--- src/rtl/reg_bank_pkg.sv ---
// Shared helpers for the multi-port register bank:
// address-width calculation and flattened-port slice offsets.
package reg_bank_pkg;

   // Address width for a bank of n entries, never below 1 bit.
   function automatic int clog2_min1(input int n);
      int r;
      r = 0;
      while ((1 << r) < n) r++;
      return (r < 1) ? 1 : r;
   endfunction

   // Low bit of port p inside a flattened bus of w-bit fields.
   function automatic int slice_lo(input int p, input int w);
      return p * w;
   endfunction

endpackage

--- src/rtl/reg_bank_entry.sv ---
// One storage entry of the register bank.
// Ports: clk, reset (async, active-high), we, d in; q out.
module reg_bank_entry #(
   parameter int DATA_W        = 32,
   parameter bit NEGEDGE_WRITE = 1
) (
   input  logic              clk,
   input  logic              reset,
   input  logic              we,
   input  logic [DATA_W-1:0] d,
   output logic [DATA_W-1:0] q
);

   logic [DATA_W-1:0] r_q;

   if (NEGEDGE_WRITE) begin : g_neg
      always_ff @(negedge clk or posedge reset) begin
         if (reset)   r_q <= '0;
         else if (we) r_q <= d;
      end
   end else begin : g_pos
      always_ff @(posedge clk or posedge reset) begin
         if (reset)   r_q <= '0;
         else if (we) r_q <= d;
      end
   end

   assign q = r_q;

endmodule

--- src/rtl/reg_bank_multiport.sv ---
// Multi-port register bank: NUM_WR write / NUM_RD read ports.
// Ports: clk, reset, we, wr_addr, wr_data, rd_addr, conflict_clr in;
// rd_data, data_out, entry_valid, wr_conflict out.
module reg_bank_multiport
   import reg_bank_pkg::*;
#(
   parameter int DATA_W        = 32,
   parameter int DEPTH         = 32,
   parameter int NUM_WR        = 2,
   parameter int NUM_RD        = 3,
   parameter bit NEGEDGE_WRITE = 1,
   parameter bit BYPASS        = 1,
   parameter bit ZERO_ENTRY0   = 1,
   localparam int AW           = clog2_min1(DEPTH)
) (
   input  logic                     clk,
   input  logic                     reset,
   input  logic [NUM_WR-1:0]        we,
   input  logic [NUM_WR*AW-1:0]     wr_addr,
   input  logic [NUM_WR*DATA_W-1:0] wr_data,
   input  logic [NUM_RD*AW-1:0]     rd_addr,
   output logic [NUM_RD*DATA_W-1:0] rd_data,
   output logic [DATA_W*DEPTH-1:0]  data_out,
   output logic [DEPTH-1:0]         entry_valid,
   input  logic                     conflict_clr,
   output logic                     wr_conflict
);

   localparam logic [AW:0]      DEPTH_L = (AW+1)'(DEPTH);
   localparam logic [DEPTH-1:0] VLD_RST = DEPTH'(ZERO_ENTRY0);

   logic              r_rst_seen;
   logic              r_conflict;
   logic [DEPTH-1:0]  r_valid;
   logic [AW-1:0]     w_wa   [NUM_WR];
   logic [DATA_W-1:0] w_wd   [NUM_WR];
   logic [NUM_WR-1:0] w_pok;
   logic [DEPTH-1:0]  w_hit;
   logic [DATA_W-1:0] w_wdat [DEPTH];
   logic [DATA_W-1:0] w_q    [DEPTH];
   logic              w_conf;

   // Set by reset, cleared by the first rising edge after release:
   // blocks the write presented across reset (and any pending
   // falling-edge write when reset lands mid-cycle).
   always_ff @(posedge clk or posedge reset) begin
      if (reset) r_rst_seen <= 1'b1;
      else       r_rst_seen <= 1'b0;
   end

   // A port counts only if enabled, in range and writable.
   always_comb begin
      for (int p = 0; p < NUM_WR; p++) begin
         w_wa[p]  = wr_addr[slice_lo(p, AW) +: AW];
         w_wd[p]  = wr_data[slice_lo(p, DATA_W) +: DATA_W];
         w_pok[p] = we[p] && !r_rst_seen
                 && ({1'b0, w_wa[p]} < DEPTH_L)
                 && !(ZERO_ENTRY0 && w_wa[p] == '0);
      end
   end

   // Ascending scan: the highest-numbered hitting port wins.
   always_comb begin
      for (int e = 0; e < DEPTH; e++) begin
         w_hit[e]  = 1'b0;
         w_wdat[e] = '0;
         for (int p = 0; p < NUM_WR; p++) begin
            if (w_pok[p] && w_wa[p] == AW'(e)) begin
               w_hit[e]  = 1'b1;
               w_wdat[e] = w_wd[p];
            end
         end
      end
   end

   always_comb begin
      w_conf = 1'b0;
      for (int p = 0; p < NUM_WR; p++) begin
         for (int q = p + 1; q < NUM_WR; q++) begin
            if (w_pok[p] && w_pok[q] && w_wa[p] == w_wa[q])
               w_conf = 1'b1;
         end
      end
   end

   for (genvar e = 0; e < DEPTH; e++) begin : g_ent
      reg_bank_entry #(
         .DATA_W        (DATA_W),
         .NEGEDGE_WRITE (NEGEDGE_WRITE)
      ) u_ent (
         .clk   (clk),
         .reset (reset),
         .we    (w_hit[e]),
         .d     (w_wdat[e]),
         .q     (w_q[e])
      );
      assign data_out[e*DATA_W +: DATA_W] =
         (ZERO_ENTRY0 && e == 0) ? '0 : w_q[e];
   end

   if (NEGEDGE_WRITE) begin : g_vneg
      always_ff @(negedge clk or posedge reset) begin
         if (reset) r_valid <= VLD_RST;
         else       r_valid <= r_valid | w_hit;
      end
   end else begin : g_vpos
      always_ff @(posedge clk or posedge reset) begin
         if (reset) r_valid <= VLD_RST;
         else       r_valid <= r_valid | w_hit;
      end
   end

   // A new conflict takes priority over a clear.
   always_ff @(posedge clk or posedge reset) begin
      if (reset)             r_conflict <= 1'b0;
      else if (w_conf)       r_conflict <= 1'b1;
      else if (conflict_clr) r_conflict <= 1'b0;
   end

   // Bypass only matters for rising-edge storage; data_out never
   // sees it.
   always_comb begin
      logic [AW-1:0]     a;
      logic [DATA_W-1:0] v;
      a = '0;
      v = '0;
      for (int r = 0; r < NUM_RD; r++) begin
         a = rd_addr[slice_lo(r, AW) +: AW];
         v = '0;
         if ({1'b0, a} < DEPTH_L && !(ZERO_ENTRY0 && a == '0)) begin
            v = w_q[a];
            if (!NEGEDGE_WRITE && BYPASS && w_hit[a])
               v = w_wdat[a];
         end
         rd_data[slice_lo(r, DATA_W) +: DATA_W] = v;
      end
   end

   assign entry_valid = r_valid;
   assign wr_conflict = r_conflict;

endmodule

--- config.mk ---
export PLATFORM = sky130hd
export DESIGN_NAME = reg_bank_multiport
export DESIGN_NICKNAME = d
export VERILOG_FILES = /design/src/rtl/reg_bank_pkg.sv /design/src/rtl/reg_bank_entry.sv /design/src/rtl/reg_bank_multiport.sv
export SDC_FILE = /design/constraint.sdc
export NUM_CORES = 2
export LEC_CHECK = 0
export CORE_AREA = 2 2 488 490
export CTS_CLUSTER_SIZE = 25
export DETAILED_ROUTE_END_ITERATION = 8
export DIE_AREA = 0 0 490 492
export PLACE_DENSITY = 0.53
export SETUP_SLACK_MARGIN = 0.02
export SLEW_MARGIN = 20
export SYNTH_ARGS = -nofsm -noshare
export SYNTH_HDL_FRONTEND = slang
export SYNTH_SLANG_ARGS = --single-unit
--- constraint.sdc ---
create_clock -name clk -period 34.8 [get_ports clk]
set_input_delay 6.96 -clock clk [delete_from_list [all_inputs] [get_ports clk]]
set_output_delay 6.96 -clock clk [all_outputs]
set_load 0.01 [all_outputs]
==> metrics.md <==
| Metric | Value |
|---|---|
| Min-delay worst type | `flip-flop to flip-flop` |
| Number of global-route vias before repair | `64418` |
| Postcts setup bufs | `0` |
| Hold EP | `entry_valid[0]` |
| Critical path fanouts, max | `5` |
| Die Area | `241100 um2` |
| Area delta synth->final | `25.64%` |
| Worst-Skew Late Latency | `0.80 ns` |
| Synth warnings | `0` |
| Skew final | `0.08428 ns` |
| CTS Buf Count | `139` |
| P_sw | `0.002251 W` |
| Drt first pass iters | `6` |
| RSZ-0062 raised after global routing | `false` |
| First-pass GRT wire length | `626100 um` |
| Initial antenna violation count | `47` |
| Final net count | `7546` |
| Clock transition at the registers of the reported paths | `0.04 ns` |
| Initial core utilization | `31.02%` |
| Ports | `1247` |
| Asr flop ratio synth | `100.0%` |
| Sw frac | `39.00%` |
| Flops & latches, synth | `1058` |
| H-tree Lvls | `4` |
| DP HPWL | `322400 um` |
| Num Clock Sinks | `1058` |
| Synth Flop Type | `dfrtn_1` |
| Design area | `92070 um2` |
| Post-Syn Area | `73280 um2` |
| Worst Path Class, Setup | `flip-flop to output pin` |
| CP arrival | `21.34 ns` |
| Reg-to-Reg Start | `r_rst_seen` |
| Max transition margin | `14.86%` |
| Hold Path Depth | `0` |
| Post-synth EDFFs | `0` |
| Multi-input logic area | `43360 um2` |
| MaxCap Viol Count | `0` |
| Chip Height | `492 um` |
| Placed inst area | `87390 um2` |
| Power Dens Cells | `62.68 nW/um2` |
| Post-synth cell types | `48` |
| Worst Tran Pin Value | `1.274 ns` |
| ANT nets after route | `0` |
| Final Wtd Congestion | `0.9481` |
| Commonest non-fill, non-tap cell in the layout | `mux2i_1` |
| Largest net degree at the start of global routing | `160` |
| Slew Viols, Final | `0` |
| Type of origin of the critical path | `flip-flop` |
| Static Leak | `37.66 nW` |
| Sequential fraction of design power | `36.5%` |
| Critical Path RT | `27.84 ns` |
| GR Util All Layers | `38.12%` |
| Worst reg2reg path depth | `6` |
| Fin. Hold Viols | `0` |
| Most frequent cells in the layout | `1184 x mux2i_1, 1159 x clkdlybuf4s50_1, 1055 x dfrtn_1, 672 x mux4_2, 553 x nand2_1` |
| Port bufs | `1214` |
| Hold-fix buffers, CTS | `0` |
| Core Area | `236300 um2` |
| CTS root buffer | `clkbuf_16` |
| Row cnt | `179` |
| Internal reg-to-reg setup slack | `14.06 ns` |
| Hold wc startpoint | `entry_valid[0]` |
| Reg area | `26480 um2` |
| Post-CTS Resized | `0` |
| Share of layout cells above drive strength 1 | `17.80%` |
| Maximum vdd drop | `0.04117 mV` |
| Die X | `490 um` |
| Syn Area/Cell | `10.84 um2` |
| Gate power share | `37.7%` |
| Gr ovfl total | `0` |
| Total chip power | `0.005771 W` |
| DRC viols | `0` |
| Initial DRC count | `10106` |
| Setup violators final | `0` |
| Maximum buffer depth of the clock tree | `3` |
| Internal Power | `0.003521 W` |
| CTS tree | `yes` |
| Post-synthesis sequential area ratio | `36.13%` |
| DR vias | `69379` |
| CP endpoint kind | `output pin` |
| Clock power frac | `25.8%` |
| Post-Route WL | `473900 um` |
| Routed wire per std cell | `44.09 um` |
| Reg-to-Reg End | `g_ent[27].u_ent.q[12]` |
| Mapped Cells | `6762` |
| Vias per cell | `6.455` |
| Status | `completed` |
| Filler cells | `22847` |
[critical path, cell delays in order, from the launching register on]
cell and delay, ns:
dfrtn_1 0.58, mux4_2 0.31, mux2_2 0.17, o21ai_0 0.33, a311oi_1 1.07, clkdlybuf4s50_1 0.72
[flip-flops by register name, indices dropped and copies added (netlist names)]
register / flops
g_ent.u_ent.q: 1024
wr_conflict: 1
entry_valid: 32
r_rst_seen: 1
[per-stage QoR]
| step | setup slack (ns) | setup TNS [ns] | utilization, % | instances | hold slack (ns) |
|---|---|---|---|---|---|
| floorplan | -3.750 | -3955.91 | - | 6794 | 0.4186 |
| global placement | 7.050 | 0 | 36.94 | 10470 | 0.3528 |
| detailed placement | 6.886 | 0 | 36.98 | 10475 | 0.3581 |
| CTS | 6.705 | 0 | 38.89 | 10710 | 0.3615 |
| global route | 6.634 | 0 | 38.95 | 10728 | 0.3738 |
| finish | 6.504 | 0 | 38.97 | 10748 | 0.3610 |
[worst max path at each step]
| stage | from | depth (start not counted) | to |
|---|---|---|---|
| after detailed placement | wr_addr[0] | 5 | g_ent[1].u_ent.q[22] |
| after CTS | g_ent[2].u_ent.q[3] | 5 | rd_data[3] |
| after floorplan | reset | 1 | entry_valid[10] |
| after global placement | wr_addr[0] | 5 | g_ent[12].u_ent.q[15] |
| final | g_ent[2].u_ent.q[3] | 5 | rd_data[3] |
| after global routing | g_ent[2].u_ent.q[3] | 5 | rd_data[3] |
[power groups by stage]
stage | Combinational [W] | Sequential (W) | Clock, W
floorplan | 0.000894 | 0.00198 | 0.000000360
global placement | 0.00212 | 0.00207 | 0.000000360
detailed placement | 0.00214 | 0.00209 | 0.000000360
CTS | 0.00215 | 0.00207 | 0.00150
global route | 0.00226 | 0.00212 | 0.00155
finish | 0.00217 | 0.00211 | 0.00149
[logic make-up (layout without fill, tap and decap cells)]
| group | count (synthesis) | in the layout | share of synthesized area [%] |
|---|---|---|---|
| other | 1 | 68 | 0.005117 |
| AO/OA/AOI/OAI | 1537 | 1537 | 12.20 |
| multiplexers | 1952 | 1952 | 38.30 |
| flip-flops | 1058 | 1058 | 36.13 |
| buffers and inverters | 899 | 1651 | 5.639 |
| XOR/XNOR | 3 | 3 | 0.03586 |
| AND/OR/NAND/NOR | 1312 | 1312 | 7.693 |
[layout make-up]
type | instances | share of cell area [%]
multi-input cells | 4837 | 47.09
flip-flops and latches | 1058 | 28.76
repair buffers | 1408 | 14.82
clock buffers | 195 | 4.389
well taps | 3167 | 4.304
clock inverters | 41 | 0.4987
diodes | 35 | 0.09513
inverters | 7 | 0.04077
[layer usage]
layer	up-vias	GRT usage, %	share of wire, %
met1	35462	45.81	36
li1	26689	-	-
met2	5915	55.97	43
met4	18	26.00	8.2
met5	-	0	0.020
met3	1295	15.08	13
[cell usage after synthesis (11+ instances only)]
cell type	instances	area [um2]
mux2_2	96	1081
clkbuf_4	17	127.6
o2111ai_1	34	297.8
a221oi_1	62	543.0
o21ai_1	125	625.6
a311oi_1	96	840.8
nand2b_1	12	75.07
a211oi_1	96	720.7
or3_1	23	143.9
nand3b_1	17	127.6
buf_1	57	214.0
mux4_2	672	15130
nand3_1	14	70.07
nor2_1	525	1971
nand2_1	553	2076
buf_6	19	214.0
buf_4	61	457.9
o21ai_0	502	2512
buf_2	257	1286
a21oi_1	514	2572
o21ai_2	11	96.34
a22oi_1	96	720.7
mux2i_1	1184	11850
nor3_1	14	70.07
dfrtn_1	1055	26400
nor2b_1	106	663.1
clkbuf_1	479	1798
Power figures use the tool's default switching activity.
